`config.mk`:
```
export PLATFORM = sky130hd
export DESIGN_NAME = mc_controller
export DESIGN_NICKNAME = d
export VERILOG_FILES = /design/src/rtl/rv_ctrl_pkg.sv /design/src/rtl/alu_dec.sv /design/src/rtl/mc_controller.sv
export SDC_FILE = /design/constraint.sdc
export NUM_CORES = 1
export LEC_CHECK = 0
export BUFFER_PORTS_ARGS = -buffer_cell sky130_fd_sc_hd__buf_2
export CAP_MARGIN = 25
export CORE_MARGIN = 1.5
export CORE_UTILIZATION = 45
export DETAILED_ROUTE_END_ITERATION = 16
export GPL_TIMING_DRIVEN = 0
export HOLD_SLACK_MARGIN = 0.1
export PLACE_DENSITY = 0.75
export SYNTH_ARGS = -nofsm -noshare
export SYNTH_HDL_FRONTEND = slang
export SYNTH_SLANG_ARGS = --single-unit
```
`constraint.sdc`:
```
create_clock -name clk -period 2.16 [get_ports clk]
set_clock_uncertainty 0.2 [all_clocks]
set_input_delay 0.216 -clock clk [delete_from_list [all_inputs] [get_ports clk]]
set_output_delay 0.216 -clock clk [all_outputs]
set_load 0.01 [all_outputs]
```
`src/rtl/rv_ctrl_pkg.sv`:
```
// Shared encodings for the multicycle RV32I control unit: FSM state type,
// opcodes, ALU operation codes and datapath mux-select values. The encodings
// are fixed by the datapath and are not meant to be configured.
package rv_ctrl_pkg;

    typedef enum logic [3:0] {
        FETCH,
        DECODE,
        MEMADR,
        MEMREAD,
        MEMWB,
        MEMWRITE,
        EXECR,
        EXECI,
        ALUWB,
        BRANCH,
        JAL,
        JALR1,
        JALR2,
        TRAP
    } statetype;

    // Opcodes (Instr[6:0])
    localparam logic [6:0] OP_LOAD   = 7'b0000011;
    localparam logic [6:0] OP_STORE  = 7'b0100011;
    localparam logic [6:0] OP_RTYPE  = 7'b0110011;
    localparam logic [6:0] OP_ITYPE  = 7'b0010011;
    localparam logic [6:0] OP_BRANCH = 7'b1100011;
    localparam logic [6:0] OP_JAL    = 7'b1101111;
    localparam logic [6:0] OP_JALR   = 7'b1100111;

    // ALUOp: coarse operation requested by the FSM
    localparam logic [1:0] ALUOP_ADD   = 2'b00;
    localparam logic [1:0] ALUOP_SUB   = 2'b01;
    localparam logic [1:0] ALUOP_FUNCT = 2'b10;

    // ALUControl codes understood by the datapath ALU
    localparam logic [2:0] ALU_ADD = 3'b000;
    localparam logic [2:0] ALU_SUB = 3'b001;
    localparam logic [2:0] ALU_AND = 3'b010;
    localparam logic [2:0] ALU_OR  = 3'b011;
    localparam logic [2:0] ALU_SRL = 3'b100;
    localparam logic [2:0] ALU_SLT = 3'b101;
    localparam logic [2:0] ALU_SRA = 3'b110;
    localparam logic [2:0] ALU_SLL = 3'b111;

    // Mux selects
    localparam logic [1:0] IMM_I = 2'b00;
    localparam logic [1:0] IMM_S = 2'b01;
    localparam logic [1:0] IMM_B = 2'b10;
    localparam logic [1:0] IMM_J = 2'b11;

    localparam logic [1:0] SRCA_PC    = 2'b00;
    localparam logic [1:0] SRCA_OLDPC = 2'b01;
    localparam logic [1:0] SRCA_REG   = 2'b10;

    localparam logic [1:0] SRCB_WDATA = 2'b00;
    localparam logic [1:0] SRCB_IMM   = 2'b01;
    localparam logic [1:0] SRCB_FOUR  = 2'b10;

    localparam logic [1:0] RES_ALUOUT = 2'b00;
    localparam logic [1:0] RES_DATA   = 2'b01;
    localparam logic [1:0] RES_ALURES = 2'b10;

endpackage

```
`src/rtl/alu_dec.sv`:
```
// ALU decoder: turns the FSM's ALUOp plus instruction fields into the ALU
// operation code. Purely combinational.
//   op5_i         Instr[5]: distinguishes R-type (1) from I-type (0)
//   funct3_i      Instr[14:12]
//   funct7b5_i    Instr[30]
//   alu_op_i      00 add, 01 sub, 10 decode from funct fields
//   alu_control_o ALU operation code
module alu_dec
    import rv_ctrl_pkg::*;
(
    input  logic       op5_i,
    input  logic [2:0] funct3_i,
    input  logic       funct7b5_i,
    input  logic [1:0] alu_op_i,
    output logic [2:0] alu_control_o
);

    // NOTE: every combinational output gets a default before the case so no
    // path leaves it unassigned, which would otherwise infer a latch.
    always_comb begin
        alu_control_o = ALU_ADD;
        case (alu_op_i)
            ALUOP_ADD: alu_control_o = ALU_ADD;
            ALUOP_SUB: alu_control_o = ALU_SUB;
            ALUOP_FUNCT: begin
                case (funct3_i)
                    // funct7b5 is an immediate bit for addi, so only R-type subtracts
                    3'b000:  alu_control_o = (op5_i && funct7b5_i) ? ALU_SUB : ALU_ADD;
                    3'b010:  alu_control_o = ALU_SLT;
                    3'b110:  alu_control_o = ALU_OR;
                    3'b111:  alu_control_o = ALU_AND;
                    3'b001:  alu_control_o = ALU_SLL;
                    // srai carries funct7b5 in its immediate, so it applies to I-type too
                    3'b101:  alu_control_o = funct7b5_i ? ALU_SRA : ALU_SRL;
                    default: alu_control_o = ALU_ADD;
                endcase
            end
            default: alu_control_o = ALU_ADD;
        endcase
    end

endmodule

```
`src/rtl/mc_controller.sv`:
```
// Control unit for the multicycle RV32I datapath. A Moore FSM sequences
// fetch/decode/execute/memory/writeback and drives all mux selects, enables
// and the ALU operation code. Unsupported instructions park the FSM in TRAP.
//   clk, reset             rising-edge clock, async active-low reset
//   op, funct3, funct7b5   instruction fields
//   Zero                   ALU zero flag, used for beq/bne
//   ImmSrc                 immediate format, decoded from op at all times
//   ALUSrcA/ALUSrcB        ALU operand selects
//   ResultSrc, AdrSrc      result and memory-address selects
//   ALUControl             ALU operation
//   IRWrite, PCWrite, RegWrite, MemWrite  enables
//   Illegal                high while trapped (held until reset)
module mc_controller (
    input  logic       clk,
    input  logic       reset,
    input  logic [6:0] op,
    input  logic [2:0] funct3,
    input  logic       funct7b5,
    input  logic       Zero,
    output logic [1:0] ImmSrc,
    output logic [1:0] ALUSrcA,
    output logic [1:0] ALUSrcB,
    output logic [1:0] ResultSrc,
    output logic       AdrSrc,
    output logic [2:0] ALUControl,
    output logic       IRWrite,
    output logic       PCWrite,
    output logic       RegWrite,
    output logic       MemWrite,
    output logic       Illegal
);
    import rv_ctrl_pkg::*;

    statetype   state_q, state_d;
    logic [1:0] alu_op;
    logic       pc_update;
    logic       branch;
    logic       taken;
    logic       bad_alu_f3;

    // NOTE: sequential state uses non-blocking assignment; reset is
    // asynchronous so FETCH takes effect immediately, even mid-instruction.
    always_ff @(posedge clk or negedge reset) begin
        if (!reset) state_q <= FETCH;
        else        state_q <= state_d;
    end

    // funct3 011 and 100 have no matching ALU operation
    assign bad_alu_f3 = (funct3 == 3'b011) || (funct3 == 3'b100);

    always_comb begin
        state_d   = state_q;
        ALUSrcA   = SRCA_PC;
        ALUSrcB   = SRCB_WDATA;
        ResultSrc = RES_ALUOUT;
        AdrSrc    = 1'b0;
        alu_op    = ALUOP_ADD;
        IRWrite   = 1'b0;
        RegWrite  = 1'b0;
        MemWrite  = 1'b0;
        pc_update = 1'b0;
        branch    = 1'b0;
        Illegal   = 1'b0;
        case (state_q)
            FETCH: begin
                IRWrite   = 1'b1;
                ALUSrcB   = SRCB_FOUR;
                ResultSrc = RES_ALURES;
                pc_update = 1'b1;
                state_d   = DECODE;
            end
            DECODE: begin
                // Precompute branch/jal target into ALUOut
                ALUSrcA = SRCA_OLDPC;
                ALUSrcB = SRCB_IMM;
                case (op)
                    OP_LOAD, OP_STORE: state_d = MEMADR;
                    OP_RTYPE:          state_d = bad_alu_f3 ? TRAP : EXECR;
                    OP_ITYPE:          state_d = bad_alu_f3 ? TRAP : EXECI;
                    OP_BRANCH:         state_d = (funct3[2:1] == 2'b00) ? BRANCH : TRAP;
                    OP_JAL:            state_d = JAL;
                    OP_JALR:           state_d = JALR1;
                    default:           state_d = TRAP;
                endcase
            end
            MEMADR: begin
                ALUSrcA = SRCA_REG;
                ALUSrcB = SRCB_IMM;
                state_d = op[5] ? MEMWRITE : MEMREAD;
            end
            MEMREAD: begin
                AdrSrc  = 1'b1;
                state_d = MEMWB;
            end
            MEMWB: begin
                ResultSrc = RES_DATA;
                RegWrite  = 1'b1;
                state_d   = FETCH;
            end
            MEMWRITE: begin
                AdrSrc   = 1'b1;
                MemWrite = 1'b1;
                state_d  = FETCH;
            end
            EXECR: begin
                ALUSrcA = SRCA_REG;
                alu_op  = ALUOP_FUNCT;
                state_d = ALUWB;
            end
            EXECI: begin
                ALUSrcA = SRCA_REG;
                ALUSrcB = SRCB_IMM;
                alu_op  = ALUOP_FUNCT;
                state_d = ALUWB;
            end
            ALUWB: begin
                RegWrite = 1'b1;
                state_d  = FETCH;
            end
            BRANCH: begin
                ALUSrcA = SRCA_REG;
                alu_op  = ALUOP_SUB;
                branch  = 1'b1;
                state_d = FETCH;
            end
            JAL, JALR2: begin
                // Jump target already sits in ALUOut; ALU forms OldPC+4 for rd
                ALUSrcA   = SRCA_OLDPC;
                ALUSrcB   = SRCB_FOUR;
                pc_update = 1'b1;
                state_d   = ALUWB;
            end
            JALR1: begin
                ALUSrcA = SRCA_REG;
                ALUSrcB = SRCB_IMM;
                state_d = JALR2;
            end
            TRAP: begin
                Illegal = 1'b1;
            end
            default: state_d = TRAP;
        endcase
    end

    // beq takes on Zero, bne on ~Zero; other funct3 values never reach BRANCH
    assign taken   = funct3[0] ? ~Zero : Zero;
    assign PCWrite = pc_update | (branch & taken);

    always_comb begin
        case (op)
            OP_STORE:  ImmSrc = IMM_S;
            OP_BRANCH: ImmSrc = IMM_B;
            OP_JAL:    ImmSrc = IMM_J;
            default:   ImmSrc = IMM_I;
        endcase
    end

    alu_dec u_alu_dec (
        .op5_i         (op[5]),
        .funct3_i      (funct3),
        .funct7b5_i    (funct7b5),
        .alu_op_i      (alu_op),
        .alu_control_o (ALUControl)
    );

endmodule

```
==> results.txt, run 1 <==
Seq cells post-synth = 4
Sequential area share after synthesis = 0.131
Clock share of power = 0.085
Startpoint types = flop
Clock sinks = 4
Crit-path max FO = 4
Drt drc = 1
Total global routing track utilization = 0.244
Floorplan row count = 14
Worst-skew pair later-pin latency = 0.24 ns
Area of the multi-input gates = 624 µm²
Asr flop ratio synth = 1.00
Max-cap violations = 0
Dominant cell type by area after synthesis = dfrtp_1
Slew HR = 0.759
Leakage = 0.000510 µW
Max Buffers Root-to-Sink = 2
CTS root buffer = clkbuf_4
DR WL/cell = 13.4 µm
FF/Latch Area = 104 µm²
Vias per inst = 5.89
Crit path DAT = 1.67 ns
Comb pwr share = 0.788
Power share of the sequential group = 0.127
Violated checks = DRC
Netlist cell types = 41
HPWL Detailed = 1540 µm
Final setup vio count = 0
Proportion of layout cells with a drive suffix above 1 = 0.439
Sum Neg Setup Slack = 0 ns
First-pass GRT wire length = 3710 µm
Core area = 1560 µm²
Max reg flops = 4
Worst Max-Slew Pin Slew = 0.352 ns
Die X = 44.3 µm
Fmax = 0.478 GHz
Fillers = 144
Post-synth top cells = nor2_1, o21ai_0, a21oi_1, inv_1, nand2_1
Final ANT Viol Nets = 0
Overflow after GRT = 0
Starting Density = 0.492
Critical Path RT = 1.74 ns
Power Density = 1030 nW/µm²
CTS H-tree lvls = 1
Total power = 1100 µW
Top-count cell post-synth = nor2_1
Cell-internal power = 568 µW
Syn Nets = 128
Synth Flop Type = dfrtp_1
IR drop worst, VDD = 0.603 mV
Vias = 966
CTS tree = built
Psw = 530 µW
Cell count after synthesis = 112
Fin util = 0.687
Number of global-route vias before repair = 864
CTS Buf Count = 3
P&R area growth vs syn = 39.6%
Final Max Tran Viols = 0
Min cycle time layout = 2.09 ns
Largest Register = state_q
Synth Area per Inst = 6.85 µm²
Crit path kind = reg2out
Crit. End Element = output pin
I/O Buffers = 27
Setup WS post-layout = 0.0691 ns
Number of synthesized flops with an enable pin = 0
Final Wtd Congestion = 0.854
Fin. Hold Viols = 0
Drt pass-1 iters = 11
DP Worst Slack = -0.0650 ns
RSZ-0062 raised after global routing = no
Routed wire length = 2200 µm
Io pins = 31
ANT cells = 0
Switching part of the total = 0.482
Pin count of the biggest net entering global routing = 12
Area share of the largest cell type after synthesis = 0.131
Die Ht = 44.3 µm
Initial antenna violation count = 0
Biggest regs = state_q x4
Yosys warns = 0
Iter 0 DRT Violations = 32
Worst hold slack = 0.114 ns
Clk slew on worst S/H paths = 0.04 ns
Status = finished with violations
Hold WC Path Type = in2async
Post-Syn Area = 767 µm²
Nets = 166
Period utilisation layout = 0.968
Full die area = 1960 µm²
Area contributors post-synth = dfrtp_1, nor2_1, o21ai_0
[timing repair]
action | CTS | global route
setup endpoints to repair | 3 | 3
pin swaps | 0 | 1
resized for setup | 11 | 5
hold buffers | 2 | 0
gates cloned | 0 | 0
endpoints found under the hold margin | 5 | 0
setup buffers | 7 | 0
[critical path: stages (launching register included)]
cell,delay (ns)
dfrtp_2,0.44
nand2b_4,0.16
or2_4,0.23
inv_2,0.06
ha_4,0.20
nor4b_4,0.19
buf_2,0.16
[through the flow]
step / cells / cell area, µm²
after global routing: 164 / 1070
after global placement: 155 / 928
final: 164 / 1070
after CTS: 164 / 1050
after detailed placement: 155 / 928
after floorplan: 112 / 773
[final timing paths]
path                       slack [ns]             to        from  cells past startpoint
min in group clk                 0.14     state_q[2]       op[2]                      4
setup / recovery                 0.07  ALUControl[1]  state_q[2]                      6
hold / removal                   0.11     state_q[2]       reset                      2
hold reg to reg                  0.44     state_q[2]  state_q[2]                      3
setup reg to reg                 0.34     state_q[0]  state_q[1]                      5
max in group asynchronous        1.51     state_q[1]       reset                      2
[cell families (layout without fill, tap and decap cells)]
family                   Yosys count  count (layout)  share of synthesized area
multiplexers                       2               2                     0.0261
AO/OA/AOI/OAI                     31              31                      0.256
adder cells (fa/ha/maj)            2               2                     0.0326
buffers and inverters             19              55                      0.130
XOR/XNOR                           3               3                     0.0343
AND/OR/NAND/NOR                   51              51                      0.390
flip-flops                         4               4                      0.131
[cell usage in the layout (no fill, tap or decap), types with 2 or more instances in the layout]
cell type      synthesis  final
o22ai_1                2      2
mux2i_1                2      2
dfrtp_2                0      3
or2_4                  1      3
inv_2                  1      3
buf_2                  5     29
xnor2_1                2      2
nor3_1                 7      6
buf_6                  2      3
nand2_1                8      7
a21oi_1                8      8
nand2b_4               0      2
nand3b_1               2      2
nand4_1                2      2
buf_4                  2      9
nor2b_1                2      2
o211ai_1               3      3
dlygate4sd3_1          0      2
o21ai_0                9      9
nor2_1                13     13
inv_1                  8      6
clkbuf_4               0      3
nand3_1                4      4
[power groups by stage]
stage | sequential (µW) | clock (µW) | combinational [µW]
2_1_floorplan | 110 | 0 | 513
4_1_cts | 134 | 96.0 | 833
5_1_grt | 140 | 104 | 947
3_3_place_gp | 111 | 0 | 706
6_report | 139 | 93.2 | 866
3_5_place_dp | 114 | 0 | 719
[layout make-up]
class / instances / area share
Multi-Input combinational cell: 89 / 0.583
Timing Repair Buffer: 36 / 0.194
Sequential cell: 4 / 0.0970
Buffer: 7 / 0.0549
Inverter: 9 / 0.0315
Clock buffer: 3 / 0.0210
Tap cell: 16 / 0.0187
[metal layers]
layer,vias to the layer above,part of all wire,global-route usage
met2,45,0.50,0.415
met1,446,0.42,0.338
li1,471,-,-
met4,0,0.011,0.0364
met3,4,0.065,0.0286
met5,-,0,0
Note: power is estimated with default switching activity, not from simulation.
==> inputs of run 2 (changes only) <==
==> constraint.sdc (replaced) <==
create_clock -name clk -period 2.16 [get_ports clk]
set_clock_uncertainty 0.2 [all_clocks]
set_input_delay 0.648 -clock clk [delete_from_list [all_inputs] [get_ports clk]]
set_output_delay 0.648 -clock clk [all_outputs]
set_load 0.01 [all_outputs]
==> results.txt, run 2 (synthesized netlist as in run 1, its figures left out) <==
Post-route cell area = 1460 µm² (was 1070 µm²)
WL met1 = 1310 µm (was 935 µm)
Final Max Tran Viols = 0 (unchanged)
IR drop worst, VDD = 1.06 mV (was 0.603 mV)
CTS Buf Count = 3 (unchanged)
Crit path DAT = 1.81 ns (was 1.67 ns)
Iter 0 DRT Violations = 64 (was 32)
Max reg flops = 4 (unchanged)
Final Wtd Congestion = 0.848 (was 0.854)
Worst hold slack = 0.466 ns (was 0.114 ns)
CTS H-tree lvls = 1 (unchanged)
Comb pwr share = 0.853 (was 0.788)
Io pins = 31 (unchanged)
Total global routing track utilization = 0.282 (was 0.244)
DR WL met2 = 1780 µm (was 1100 µm)
Pin count of the biggest net entering global routing = 11 (was 12)
Slew HR = 0.762 (was 0.759)
Leakage = 0.000667 µW (was 0.000510 µW)
Die Ht = 44.3 µm (unchanged)
Max Buffers Root-to-Sink = 2 (unchanged)
Psw = 780 µW (was 530 µW)
Power share of the sequential group = 0.090 (was 0.127)
Switching part of the total = 0.475 (was 0.482)
Drt pass-1 iters = 10 (was 11)
Startpoint types = flop (unchanged)
Min cycle time layout = 2.66 ns (was 2.09 ns)
Critical Path RT = 1.31 ns (was 1.74 ns)
First-pass GRT wire length = 4200 µm (was 3710 µm)
Hold WC Path Type = in2reg (was in2async)
Max-cap violations = 0 (unchanged)
Worst-skew pair later-pin latency = 0.24 ns (about the same)
Full die area = 1960 µm² (unchanged)
Nets = 190 (was 166)
Period utilisation layout = 1.23 (was 0.968)
Crit. End Element = output pin (unchanged)
Starting Density = 0.492 (unchanged)
Setup WS post-layout = -0.495 ns (was 0.0691 ns)
Final setup vio count = 16 (was 0)
RSZ-0062 raised after global routing = yes (was no)
Status = finished with violations (unchanged)
Area post-placement = 997 µm² (was 928 µm²)
Biggest regs = state_q x4 (unchanged)
Hold Path Depth = 2
ANT cells = 0 (unchanged)
DP Worst Slack = -0.215 ns (was -0.0650 ns)
Vias per inst = 6.40 (was 5.89)
Violated checks = DRC, setup timing (was DRC)
HPWL Detailed = 1500 µm (was 1540 µm)
Vias = 1,203 (was 966)
I/O Buffers = 27 (unchanged)
Largest Register = state_q (unchanged)
Crit-path max FO = 10 (was 4)
R2R cell count = 7 (was 5)
Proportion of layout cells with a drive suffix above 1 = 0.640 (was 0.439)
Worst Max-Slew Pin Slew = 0.349 ns (was 0.352 ns)
Drt drc = 2 (was 1)
Fin. Hold Viols = 0 (unchanged)
Routed wire length = 3620 µm (was 2200 µm)
Core area = 1560 µm² (unchanged)
Clock sinks = 4 (unchanged)
Initial antenna violation count = 0 (unchanged)
Die X = 44.3 µm (unchanged)
Floorplan row count = 14 (unchanged)
Cell-internal power = 863 µW (was 568 µW)
Number of global-route vias before repair = 976 (was 864)
DR WL/cell = 19.3 µm (was 13.4 µm)
Commonest non-fill, non-tap cell in the layout = buf_4 (was buf_2)
Final ANT Viol Nets = 0 (unchanged)
Routed met3 length = 301 µm (was 144 µm)
Power Density = 1120 nW/µm² (was 1030 nW/µm²)
Clock share of power = 0.057 (was 0.085)
Clk slew on worst S/H paths = 0.04 ns (about the same)
CTS root buffer = clkbuf_4 (unchanged)
Most frequent cells in the layout = buf_4, buf_2, buf_6 (was buf_2, nor2_1, o21ai_0, buf_4, a21oi_1)
P&R area growth vs syn = 90.9% (was 39.6%)
Total power = 1640 µW (was 1100 µW)
Overflow after GRT = 0 (unchanged)
Top Metal Used = met4 (unchanged)
Fmax = 0.377 GHz (was 0.478 GHz)
Crit path kind = reg2out (unchanged)
CTS tree = built (unchanged)
## run 2: cell types whose count changed in the layout (fill, tap and decap cells not counted), moves of 4 or more
| cell | previous run | this run |
|---|---|---|
| buf_6 | 3 | 15 |
| buf_4 | 9 | 25 |
| nor3_1 | 6 | 2 |
| o21ai_1 | 0 | 4 |
| nor2_2 | 0 | 4 |
| o21ai_0 | 9 | 5 |
| nor2_1 | 13 | 8 |
| buf_2 | 29 | 23 |
| a21oi_1 | 8 | 4 |
## run 2: power by group through the flow
stage	clock [µW]	sequential, µW	combinational [µW]
after floorplan	0	114	592
after global placement	0	115	789
after detailed placement	0	117	801
after CTS	96.3	126	1090
after global routing	105	146	1480
final	94.2	147	1400
## run 2: critical path, cell delays in order (launching register included)
cell	delay (ns)
dfrtp_1	0.40
buf_6	0.18
nand2_4	0.06
or2_4	0.24
inv_2	0.09
ha_4	0.21
nor4b_4	0.20
buf_2	0.17
## run 2: worst paths after layout
check                           slack [ns]  startpoint       endpoint
worst max register to register        0.23  state_q[1]     state_q[0]
worst min-delay path                  0.47       op[5]     state_q[1]
worst min register to register        0.59  state_q[0]     state_q[2]
worst max-delay path                 -0.50  state_q[0]  ALUControl[1]
max in group asynchronous             1.08       reset     state_q[3]
min in group asynchronous             0.55       reset     state_q[2]
## run 2: layout make-up
type	instances	area, µm²
timing repair buffer	59	437
sequential	4	101
tap	16	20.0
multi-input combinational	89	757
inverter	9	36.3
clock buffer	3	22.5
fill	50	95.1
buffer	8	90.1
## run 2: per-stage QoR
stage	setup TNS, ns	util	cells
after floorplan	-0.0940	-	112
after global placement	-0.692	0.640	155
after detailed placement	-0.742	0.640	155
after CTS	-2.11	0.851	182
after global routing	-3.79	0.939	188
final	-2.97	0.939	188
## run 2: metal layers
| layer | track usage | vias to the layer above |
|---|---|---|
| li1 | - | 519 |
| met1 | 0.361 | 557 |
| met2 | 0.494 | 98 |
| met3 | 0.0490 | 29 |
| met4 | 0.0545 | 0 |
| met5 | 0 | - |
## run 2: repair_timing
action / 4_1_cts / 5_1_grt
hold endpoints to repair: 4 / 0
gates cloned: 0 / 0
pin swaps: 14 / 12
gates resized for setup: 37 / 25
hold buffers: 1 / 0
setup endpoints to repair: 11 / 18
buffers inserted: 24 / 10
==> inputs of run 3 (changes only) <==
- GPL_TIMING_DRIVEN: 0 -> not set
==> results.txt, run 3 (synthesized netlist as in run 1, its figures left out) <==
Crit path kind = reg2out (unchanged)
First-pass GRT wire length = 4100 µm (was 4200 µm)
Top Usage Layer GRT = met2 (unchanged)
Total global routing track utilization = 0.277 (was 0.282)
Crit path DAT = 1.65 ns (was 1.81 ns)
Vias per inst = 5.73 (was 6.40)
Violated checks = setup timing (was DRC, setup timing)
Max Buffers Root-to-Sink = 2 (unchanged)
Min cycle time layout = 2.50 ns (was 2.66 ns)
Global routing usage on met1 = 0.334 (was 0.361)
Overflow after GRT = 0 (unchanged)
Period utilisation layout = 1.16 (was 1.23)
HPWL Detailed = 1780 µm (was 1500 µm)
CTS Buf Count = 3 (unchanged)
Final Max Tran Viols = 0 (unchanged)
Routed wire length = 2980 µm (was 3620 µm)
Total power = 1370 µW (was 1640 µW)
Max-cap violations = 0 (unchanged)
Max reg flops = 4 (unchanged)
Hold WC Path Type = in2async (was in2reg)
Crit. End Element = output pin (unchanged)
Initial antenna violation count = 0 (unchanged)
Fin util = 0.900 (was 0.939)
Crit-path max FO = 2 (was 10)
Worst hold slack = 0.585 ns (was 0.466 ns)
Vias = 1,101 (was 1,203)
Pin count of the biggest net entering global routing = 16 (was 11)
Floorplan row count = 14 (unchanged)
Status = finished with violations (unchanged)
Power Density = 979 nW/µm² (was 1120 nW/µm²)
GRT met3 Usage = 0.0245 (was 0.0490)
Die X = 44.3 µm (unchanged)
Number of global-route vias before repair = 975 (was 976)
Final setup vio count = 15 (was 16)
Iter 0 DRT Violations = 50 (was 64)
Startpoint types = flop (unchanged)
DR WL/cell = 15.5 µm (was 19.3 µm)
P&R area growth vs syn = 82.9% (was 90.9%)
Clk slew on worst S/H paths = 0.04 ns (about the same)
Die Ht = 44.3 µm (unchanged)
Starting Density = 0.492 (unchanged)
Fin. Hold Viols = 0 (unchanged)
Critical Path RT = 1.31 ns (about the same)
CTS root buffer = clkbuf_4 (unchanged)
Proportion of layout cells with a drive suffix above 1 = 0.608 (was 0.640)
Leakage = 0.000670 µW (was 0.000667 µW)
Met2 capacity usage during global routing = 0.512 (was 0.494)
Drt pass-1 iters = 6 (was 10)
CTS H-tree lvls = 1 (unchanged)
Slew HR = 0.752 (was 0.762)
Nets = 194 (was 190)
Area post-placement = 1120 µm² (was 997 µm²)
Placed Cells = 174 (was 155)
Final Wtd Congestion = 0.863 (was 0.848)
Commonest non-fill, non-tap cell in the layout = buf_4 (unchanged)
Non-Filler Instances = 192 (was 188)
Biggest regs = state_q x4 (unchanged)
CTS tree = built (unchanged)
Drt drc = 0 (was 2)
Full die area = 1960 µm² (unchanged)
Clock sinks = 4 (unchanged)
Worst Max-Slew Pin Slew = 0.363 ns (was 0.349 ns)
Largest Register = state_q (unchanged)
Worst-skew pair later-pin latency = 0.24 ns (about the same)
Core area = 1560 µm² (unchanged)
I/O Buffers = 30 (was 27)
Most frequent cells in the layout = buf_4, buf_2, nor2_1 (was buf_4, buf_2, buf_6)
IR drop worst, VDD = 0.755 mV (was 1.06 mV)
Setup WS post-layout = -0.342 ns (was -0.495 ns)
Final ANT Viol Nets = 0 (unchanged)
Post-route cell area = 1400 µm² (was 1460 µm²)
Fmax = 0.400 GHz (was 0.377 GHz)
RSZ-0062 raised after global routing = yes (unchanged)
Io pins = 31 (unchanged)
ANT cells = 0 (unchanged)
run 3: final cells by class:
cell class	instances	area, µm²
Tap cell	16	20.0
Fill cell	80	156
Clock buffer	3	22.5
Sequential cell	4	100
Timing Repair Buffer	71	515
Inverter	9	33.8
Multi-Input combinational cell	89	711
run 3: worst paths after layout:
path	cells past startpoint	to	slack, ns	start
max in group asynchronous	2	state_q[3]	1.05	reset
max	7	ALUControl[1]	-0.34	state_q[1]
min	2	state_q[2]	0.59	reset
max reg2reg	8	state_q[0]	0.09	state_q[1]
min in group clk	3	state_q[1]	0.59	op[5]
min reg2reg	4	state_q[1]	0.62	state_q[0]
run 3: layer usage:
metal / wire (µm) / part of all wire
met5: 0 / 0
met4: 64 / 0.021
met3: 125 / 0.042
met2: 1600 / 0.54
met1: 1190 / 0.40
run 3: power breakdown:
part / switching [µW] / leakage [µW] / internal, µW
Sequential: 28.7 / 0.0000509 / 104
Clock: 35.9 / 0.0000138 / 62.5
Combinational: 591 / 0.000606 / 552
Total: 656 / 0.000670 / 718
run 3: stage by stage:
stage / setup WS [ns] / setup TNS [ns]
after floorplan: -0.0688 / -0.0940
after global placement: -0.129 / -0.446
after detailed placement: -0.176 / -0.615
after CTS: -0.336 / -2.01
after global routing: -0.398 / -3.35
final: -0.342 / -2.70
run 3: repair_timing:
action                                  CTS  global route
hold buffers                              1             0
pin swaps                                 8             6
gates resized for setup                  14            24
setup buffers                             5            10
hold endpoints to repair                  4             0
endpoints found under the setup margin   15            17
run 3: worst max-delay path, stage by stage, from the launching register on:
cell	delay (ns)
dfrtp_1	0.39
inv_2	0.08
nand2_2	0.06
or2_4	0.26
inv_2	0.07
ha_4	0.20
nor4b_4	0.19
buf_2	0.16
